## src/rtl/memory_controller_pkg.sv

```systemverilog
// Shared definitions for the LSB/ICache <-> memory controller interface.
// The LSB uses the same request direction and width codes.
package memory_controller_pkg;

  localparam logic       READ  = 1'b0;
  localparam logic       WRITE = 1'b1;

  localparam logic [2:0] W_BYTE = 3'd1;
  localparam logic [2:0] W_HALF = 3'd2;
  localparam logic [2:0] W_WORD = 3'd4;

  // addr[17:16] value that selects the memory-mapped IO region
  localparam logic [1:0] IO_REGION = 2'b11;

  typedef enum logic [2:0] {
    IDLE   = 3'd0,
    LSB_RD = 3'd1,
    LSB_WR = 3'd2,
    IC_RD  = 3'd3,
    DONE   = 3'd4
  } mc_state_e;

  // Any width code other than 1 or 2 is treated as a full word, so a
  // stray code can never leave the sequencer without a final byte.
  function automatic logic [2:0] norm_width(input logic [2:0] w);
    case (w)
      W_BYTE:  return W_BYTE;
      W_HALF:  return W_HALF;
      default: return W_WORD;
    endcase
  endfunction

endpackage

```

## src/rtl/mc_byte_sequencer.sv

```systemverilog
// Byte-serial engine: walks addr+k over the RAM bus, assembles read bytes
// little-endian, drives store bytes and holds on IO back-pressure.
module mc_byte_sequencer
  import memory_controller_pkg::*;
#(
  parameter int         ADDR_WIDTH = 32,
  parameter logic [1:0] IO_ADDR_HI = IO_REGION
) (
  input  logic                  clk,
  input  logic                  rst,
  input  logic                  rdy,
  input  logic                  start,
  input  logic                  wr_req,
  input  logic [2:0]            width,
  input  logic [ADDR_WIDTH-1:0] addr,
  input  logic [31:0]           wdata,
  input  logic                  rd_active,
  input  logic                  wr_active,
  input  logic                  io_full,
  input  logic [7:0]            mem_din,
  output logic [ADDR_WIDTH-1:0] mem_a,
  output logic [7:0]            mem_dout,
  output logic                  mem_wr,
  output logic [31:0]           data,
  output logic                  last
);

  logic [ADDR_WIDTH-1:0] base;
  logic [2:0]            n;
  logic [2:0]            cnt;   // bytes completed (read: captured, write: written)
  logic                  pend;  // mem_din this cycle carries byte cnt
  logic [3:0][7:0]       bytes;
  logic                  io_stall;

  assign io_stall = io_full && (base[17:16] == IO_ADDR_HI);
  assign mem_wr   = wr_active && rdy && !io_stall && (cnt < n);
  // While a sample is pending the bus is already one byte ahead.
  assign mem_a    = base + ADDR_WIDTH'(cnt) + ADDR_WIDTH'(pend);
  assign mem_dout = bytes[cnt[1:0]];
  assign data     = bytes;
  assign last     = (rd_active && rdy && pend && (cnt == n - 3'd1)) ||
                    (mem_wr && (cnt == n - 3'd1));

  always_ff @(posedge clk) begin
    if (rst) begin
      base  <= '0;
      n     <= '0;
      cnt   <= '0;
      pend  <= 1'b0;
      bytes <= '0;
    end else if (start) begin
      base  <= addr;
      n     <= width;
      cnt   <= '0;
      pend  <= 1'b0;
      bytes <= wr_req ? wdata : '0;
    end else if (rd_active) begin
      if (!rdy) begin
        // The in-flight sample is dropped; mem_a falls back to byte cnt,
        // which is re-issued on the first ready cycle.
        pend <= 1'b0;
      end else begin
        if (pend) begin
          bytes[cnt[1:0]] <= mem_din;
          cnt             <= cnt + 3'd1;
        end
        pend <= (cnt + {2'b00, pend}) < n;
      end
    end else if (mem_wr) begin
      cnt <= cnt + 3'd1;
    end
  end

endmodule

```

## src/rtl/memory_controller.sv

```systemverilog
// Memory controller: arbitrates LSB over ICache, runs the request FSM and
// emits one-cycle completion pulses; byte traffic lives in the sequencer.
module memory_controller
  import memory_controller_pkg::*;
#(
  parameter int         ADDR_WIDTH = 32,
  parameter logic [1:0] IO_ADDR_HI = IO_REGION
) (
  input  logic                  Sys_clk,
  input  logic                  Sys_rst,
  input  logic                  Sys_rdy,
  input  logic                  LSBMC_en,
  input  logic                  LSBMC_wr,
  input  logic [2:0]            LSBMC_data_width,
  input  logic [31:0]           LSBMC_data,
  input  logic [ADDR_WIDTH-1:0] LSBMC_addr,
  output logic                  MCLSB_r_en,
  output logic                  MCLSB_w_en,
  output logic [31:0]           MCLSB_data,
  input  logic                  ICMC_en,
  input  logic [ADDR_WIDTH-1:0] ICMC_addr,
  output logic                  MCIC_en,
  output logic [31:0]           MCIC_data,
  input  logic                  RoBMC_pre_judge,
  input  logic                  io_buffer_full,
  input  logic [7:0]            mem_din,
  output logic [7:0]            mem_dout,
  output logic [ADDR_WIDTH-1:0] mem_a,
  output logic                  mem_wr
);

  mc_state_e             state, state_n;
  logic                  start, req_wr, seq_last;
  logic [2:0]            req_w;
  logic [ADDR_WIDTH-1:0] req_addr;
  logic [31:0]           req_data, seq_data;
  logic                  r_pulse_n, w_pulse_n, ic_pulse_n;

  always_comb begin
    state_n    = state;
    start      = 1'b0;
    req_wr     = READ;
    req_w      = W_WORD;
    req_addr   = ICMC_addr;
    req_data   = '0;
    r_pulse_n  = 1'b0;
    w_pulse_n  = 1'b0;
    ic_pulse_n = 1'b0;
    if (Sys_rdy) begin
      case (state)
        IDLE: begin
          if (LSBMC_en) begin
            start    = 1'b1;
            req_wr   = LSBMC_wr;
            req_w    = norm_width(LSBMC_data_width);
            req_addr = LSBMC_addr;
            req_data = LSBMC_data;
            state_n  = (LSBMC_wr == WRITE) ? LSB_WR : LSB_RD;
          end else if (ICMC_en && RoBMC_pre_judge) begin
            start   = 1'b1;
            state_n = IC_RD;
          end
        end
        // A flush does not cut a load short: the LSB waits for its pulse.
        LSB_RD: if (seq_last) begin
          state_n   = DONE;
          r_pulse_n = 1'b1;
        end
        LSB_WR: if (seq_last) begin
          state_n   = DONE;
          w_pulse_n = 1'b1;
        end
        IC_RD: begin
          if (!RoBMC_pre_judge) begin
            state_n = IDLE;
          end else if (seq_last) begin
            state_n    = DONE;
            ic_pulse_n = 1'b1;
          end
        end
        // Requesters still hold en during the pulse cycle; ignore it here.
        DONE:    state_n = IDLE;
        default: state_n = IDLE;
      endcase
    end
  end

  always_ff @(posedge Sys_clk) begin
    if (Sys_rst) begin
      state      <= IDLE;
      MCLSB_r_en <= 1'b0;
      MCLSB_w_en <= 1'b0;
      MCIC_en    <= 1'b0;
    end else begin
      state      <= state_n;
      MCLSB_r_en <= r_pulse_n;
      MCLSB_w_en <= w_pulse_n;
      MCIC_en    <= ic_pulse_n;
    end
  end

  assign MCLSB_data = seq_data;
  assign MCIC_data  = seq_data;

  mc_byte_sequencer #(
    .ADDR_WIDTH(ADDR_WIDTH),
    .IO_ADDR_HI(IO_ADDR_HI)
  ) u_seq (
    .clk      (Sys_clk),
    .rst      (Sys_rst),
    .rdy      (Sys_rdy),
    .start    (start),
    .wr_req   (req_wr),
    .width    (req_w),
    .addr     (req_addr),
    .wdata    (req_data),
    .rd_active((state == LSB_RD) || (state == IC_RD)),
    .wr_active(state == LSB_WR),
    .io_full  (io_buffer_full),
    .mem_din  (mem_din),
    .mem_a    (mem_a),
    .mem_dout (mem_dout),
    .mem_wr   (mem_wr),
    .data     (seq_data),
    .last     (seq_last)
  );

endmodule

```

## config.mk

```make
export PLATFORM = sky130hd
export DESIGN_NAME = memory_controller
export DESIGN_NICKNAME = d
export VERILOG_FILES = /design/src/rtl/memory_controller_pkg.sv /design/src/rtl/mc_byte_sequencer.sv /design/src/rtl/memory_controller.sv
export SDC_FILE = /design/constraint.sdc
export NUM_CORES = 1
export LEC_CHECK = 0
export CAP_MARGIN = 20
export CORE_MARGIN = 4
export CORE_UTILIZATION = 23
export CTS_CLUSTER_SIZE = 16
export DETAILED_ROUTE_END_ITERATION = 10
export GPL_TIMING_DRIVEN = 1
export SLEW_MARGIN = 15
export SYNTH_ARGS = -nofsm -noshare
export SYNTH_HDL_FRONTEND = slang
export SYNTH_SLANG_ARGS = --single-unit
export TNS_END_PERCENT = 10
```

## constraint.sdc

```tcl
create_clock -name Sys_clk -period 4.1 [get_ports Sys_clk]
set_input_delay 0.615 -clock Sys_clk [delete_from_list [all_inputs] [get_ports Sys_clk]]
set_output_delay 0.615 -clock Sys_clk [all_outputs]
set_load 0.1 [all_outputs]
```

Word level (Yosys, flattened, before mapping)
Index checks and enable logic that the tools add are counted.

word-level totals
  flip-flop bits (word level) = 77
  input bits = 115
  output and inout bits = 108

cells by class
  $add $sub $neg = 5
  order comparisons = 4
  equality and inequality tests = 10
  multiplexer cells = 39
  bitwise logic cells = 5
  reductions and logical operators = 26

operators with widths
  operator                                                          number
  32-bit two-way mux                                                11
  3-bit two-way mux                                                 11
  32-bit by 1-bit adder with 32-bit output                          1
  32-bit by 3-bit adder with 32-bit output                          1
  32-bit bitwise mux                                                1
  8-bit binary-select mux with 2-bit select                         1
  8-bit demux with 2-bit select                                     1
  8-bit two-way mux                                                 2
  1-bit logical AND                                                 10
  3-bit by 2-bit == test with 1-bit output (second input constant)  3
  1-bit two-way mux                                                 9
  3-bit one-hot mux with 3 select lines                             1
  2-bit nonzero test                                                4
  3-bit by 1-bit == test with 1-bit output (second input constant)  2
  3-bit less-than comparator                                        2
  3-bit one-hot mux with 2 select lines                             1
  3-bit AND reduction                                               2
  3-bit OR reduction                                                2
  1-bit inverter                                                    5
  2-bit != test (second input constant)                             2
  2-bit OR reduction                                                2
  4-bit OR reduction                                                1
  3-bit by 1-bit adder with 3-bit output                            1
  3-bit by 1-bit adder with 3-bit output (second input constant)    1
  other kinds (11)                                                  12

Logic depth before layout (Yosys ltp)
  depth after elaboration = 10
  depth in mapped cells = 10
  mapped depth without buffers = 9

By module
A second synthesis with hierarchy kept.

second synthesis, totals
  cell total of the unflattened synthesis = 595
  area, all modules = 5282.6 um2

modules (own cells, without submodules)
  module             times used  cells each  area an instance (um2)  seq. area each (um2)
  mc_byte_sequencer  1           444         4020.1                  1421.4
  memory_controller  1           151         1262.5                  120.1

Worst setup path before layout
Ideal clock, no wire load.

  path kind = reg2out
  start point = register u_seq.cnt[0]
  end point = output port mem_a[28]
  data arrival time = 3954 ps
  data required time = 3485 ps
  slack = -469 ps
  stages on the path, launching flop included = 11
  buffers on the path = 1
  cells stage by stage = dfxtp_1 > clkbuf_1 > inv_1 > fa_1 > inv_1 > fa_1 > a21oi_1 > nand4bb_1 > or3_1 > nor3_1 > xor2_1

between the ends
  longest elaborated chain between the ends = 2

RTL lines
  what                                      RTL line                 RTL
  from (decl)                               mc_byte_sequencer.sv:30  logic [2:0] cnt;
  from (signal assigned)                    mc_byte_sequencer.sv:65  cnt <= cnt + 3'd1;
  from (signal assigned)                    mc_byte_sequencer.sv:70  cnt <= cnt + 3'd1;
  32-bit by 3-bit adder with 32-bit output  mc_byte_sequencer.sv:38  assign mem_a = base + ADDR_WIDTH'(cnt) + ADDR_WIDTH'(pend);
  32-bit by 1-bit adder with 32-bit output  mc_byte_sequencer.sv:38
  to (decl)                                 memory_controller.sv:28  output logic [ADDR_WIDTH-1:0] mem_a,

Every way passes these cells.

Worst setup path in the final report
  start point = register u_seq.pend
  end point = output port mem_a[28]

between the ends
  longest elaborated chain between the ends = 1

RTL lines
  what                                      RTL line                 RTL
  from (decl)                               mc_byte_sequencer.sv:31  logic pend;
  from (signal assigned)                    mc_byte_sequencer.sv:67  pend <= (cnt + {2'b00, pend}) < n;
  32-bit by 1-bit adder with 32-bit output  mc_byte_sequencer.sv:38

Every way passes these cells.

==> metrics.yaml <==
outcome:
  outcome: "complete, no violations"
power:
  power.net_switching_mw: 1.45
  power_density_nw_per_um2: 428
  p_leak_nw: 2.80
  post-layout-total-power_mw: 3.24
  seq_power_share: 0.277
  power.share.switching: 0.448
  ir_worst_vdd_v: 0.000184
  share_clk_of_total_power: 0.279
  power.combinational.fraction: 0.445
  p_int_mw: 1.79
worst_setup_path:
  crit_required_ps: 3480
  worstSetupEndpointType: "output pin"
  critPathArrivalTime_ps: 3000
  worst_r2r_startpoint: "u_seq.cnt[1]"
  chain_of_cells_forming_the_critical_path: "inv_1 -> fa_1 -> inv_1 -> fa_1 -> a21oi_1 -> nand4bb_1 -> or3_1 -> nor3_1 -> xor2_2 -> buf_12"
  path_max_fanout: 4
  timing.critical_path.buf_inv: 3
  cp_top_family: "simple AND/OR/NAND/NOR gates"
  worst_r2r_endpoint: "u_seq.cnt[2]"
  ff2ff_path_depth: 7
  cpPeakStageDelay_ps: 460
  worstSetupPathType: "flop to output pin"
  setup.worst_path.start: "u_seq.pend"
  rrSetupSlack_ps: 1810
  crit_path_top_delay_cell: "fa_1"
  startpoint_type: "flop"
logic_synthesis:
  post_synth_num_cell_types: 45
  leading_cell_types_by_count_after_synthesis: "nor2_1 (80), dfxtp_1 (77), nand2_1 (56)"
  post-synth-top-area-fraction: 0.326
  yosysTopAreaCell: "dfxtp_1"
  synth_async_sr_flop_share: 0
  ys_top_cells_by_area: "dfxtp_1 (33%), nor2_1 (6.3%), a311oi_1 (6.3%)"
  postSynth.topFlopCell: "dfxtp_1"
  synth.most_common_cell: "nor2_1"
  synthesis.nets: 708
  synth_cells: 577
  synth_edf_count: 0
  ys_ff_latch: 77
  synth_seq_area_share: 0.326
  avgSynthCellArea_um2: 8.20
  post_synth_instance_area_um2: 4730
  synth-warning-count: 0
final_layout:
  fill_cells: 2074
  nets: 880
  final_cell_count_no_fill: 1024
  area_delta_synth_final_pct: 59.6
  insertedDiodeCount: 0
  post_route_cells_drive_above_1_share: 0.115
  utilization: 0.373
clock_tree:
  path_clk_slew_ps: 70
  postCtsHoldBufs: 0
  postCtsSetupRepairBufs: 0
  cts-htree-levels: 3
  clock-root-buffer: "clkbuf_16"
  worst_skew_pair.late_latency_ps: 340
  cts-resized-gates: 0
  numClockSinks: 77
  tritoncts: "yes"
  tritoncts.num_buffers: 9
  cts.path.max_buffers: 2
placed_design:
  port_buffers: 222
  post-place-cells: 1008
  place.detailed.hpwl_mm: 12.9
  routability_congestion: 0.781
floorplan:
  design.portCount: 223
  dieArea_um2: 22900
  dieHeight_um: 151
  rows: 52
  placeableCoreArea_um2: 20200
  initial_core_util: 0.234
  die_width_um: 151
min_path:
  worst_hold_path.endpoint: "u_seq.n[0]"
  hold_path.startpoint: "u_seq.n[0]"
  min_delay_path_depth: 2
  hp-class: "flop to flop"
grt:
  grt.total_usage: 0.150
  grt_use_met2: 0.242
  overflow: 0
  grt_pass1_vias: 4678
  gr-max-usage-layer: "met2"
  maximum_number_of_pins_on_one_net_before_global_route_repair: 44
  antenna_violations_before_repair: 0
  grt_pass1_wl_mm: 26.7
  m3_gr_usage: 0.0494
  globalRouteMet1Util: 0.193
sta:
  max-slew-margin-rel: 0.327
  finClkSkew_ps: 10.6
  final-setup-viol-count: 0
  finalHoldViolations: 0
  slew_viol_final: 0
  finalCriticalPeriod_ps: 3610
  whs_ps: 488
  timing_worst_slew_pin_value_ps: 1010
  layout_worst_path_cycle_share: 0.881
  grt_setup_unrepaired: "false"
  fmaxAchievable_mhz: 277
route:
  routed_wl_mm: 17.4
  drt_iter0_drc: 240
  postRouteAntennaNets: 0
  detailroute.via_count: 4888
  drc: 0
  wire_per_inst_um: 17.0
  routed_via_density: 4.77
  drtPass1Iterations: 4
job:
  drv_cap: 0
==> per-stage QoR <==
step,setup WS (ps),instance area (um2),setup TNS [ps]
2_1_floorplan,-421,4750,-4620
3_3_place_gp,863,7220,0
3_5_place_dp,815,7220,0
4_1_cts,426,7550,0
5_1_grt,210,7550,0
6_report,486,7550,0
==> layout by cell type, fill, tap and decap left out, drive strengths merged, types with 14 or more instances in the layout <==
cell type,n
dfxtp,77
xnor2,22
buf,54
a221oi,29
nand2,56
ha,14
nor3,35
clkdlybuf4s50,180
nand3,43
nor2,80
a311oi,34
inv,17
==> kinds of logic (layout without fill, tap and decap cells) <==
kind of cell             Yosys count  count (layout)  synth area share
buffers and inverters             87             264            0.0997
AO/OA/AOI/OAI                    104             104             0.174
multiplexers                       9               9            0.0402
XOR/XNOR                          34              34            0.0629
adder cells (fa/ha/maj)           16              16            0.0455
AND/OR/NAND/NOR                  250             250             0.252
flip-flops                        77              77             0.326
==> tightest hold or removal path, stage by stage, from the launching register on <==
cell,delay [ps]
dfxtp_1,330
nand2_1,60
a21oi_1,60
==> worst max path at each step <==
| stage | end | slack, ps | cells past startpoint |
|---|---|---|---|
| after floorplan | mem_a[22] | -420 | 9 |
| after global placement | mem_a[28] | 860 | 10 |
| after detailed placement | mem_a[28] | 810 | 10 |
| after CTS | mem_a[28] | 430 | 10 |
| after global routing | mem_a[28] | 210 | 10 |
| final | mem_a[28] | 490 | 10 |
==> power groups by stage <==
stage / clock [mW] / sequential [mW] / combinational (mW)
finish: 0.902 / 0.895 / 1.44
global placement: 0 / 0.912 / 1.44
floorplan: 0 / 1.11 / 0.821
CTS: 0.929 / 0.896 / 1.45
global route: 0.956 / 0.908 / 1.50
detailed placement: 0 / 0.913 / 1.45
==> flip-flops by register name (all words and copies together) (netlist names) <==
name,cells
u_seq.data,32
u_seq.pend,1
MCLSB_w_en,1
u_seq.cnt,3
state,3
MCIC_en,1
u_seq.n,3
u_seq.base,32
MCLSB_r_en,1
==> metal layers <==
layer,share of wire,vias to the layer above
met2,0.47,180
met4,0.014,0
li1,-,2406
met1,0.42,2285
met3,0.095,17
met5,0,-
==> area by class of cell <==
class | count | area, um2 | share of cell area
Inverter | 14 | 52.6 | 0.00696
Tap cell | 270 | 338 | 0.0447
Timing Repair Buffer | 234 | 2550 | 0.338
Sequential cell | 77 | 1540 | 0.204
Clock inverter | 7 | 105 | 0.0139
Clock buffer | 9 | 225 | 0.0298
Multi-Input combinational cell | 413 | 2740 | 0.362
Power figures use the tool's default switching activity.
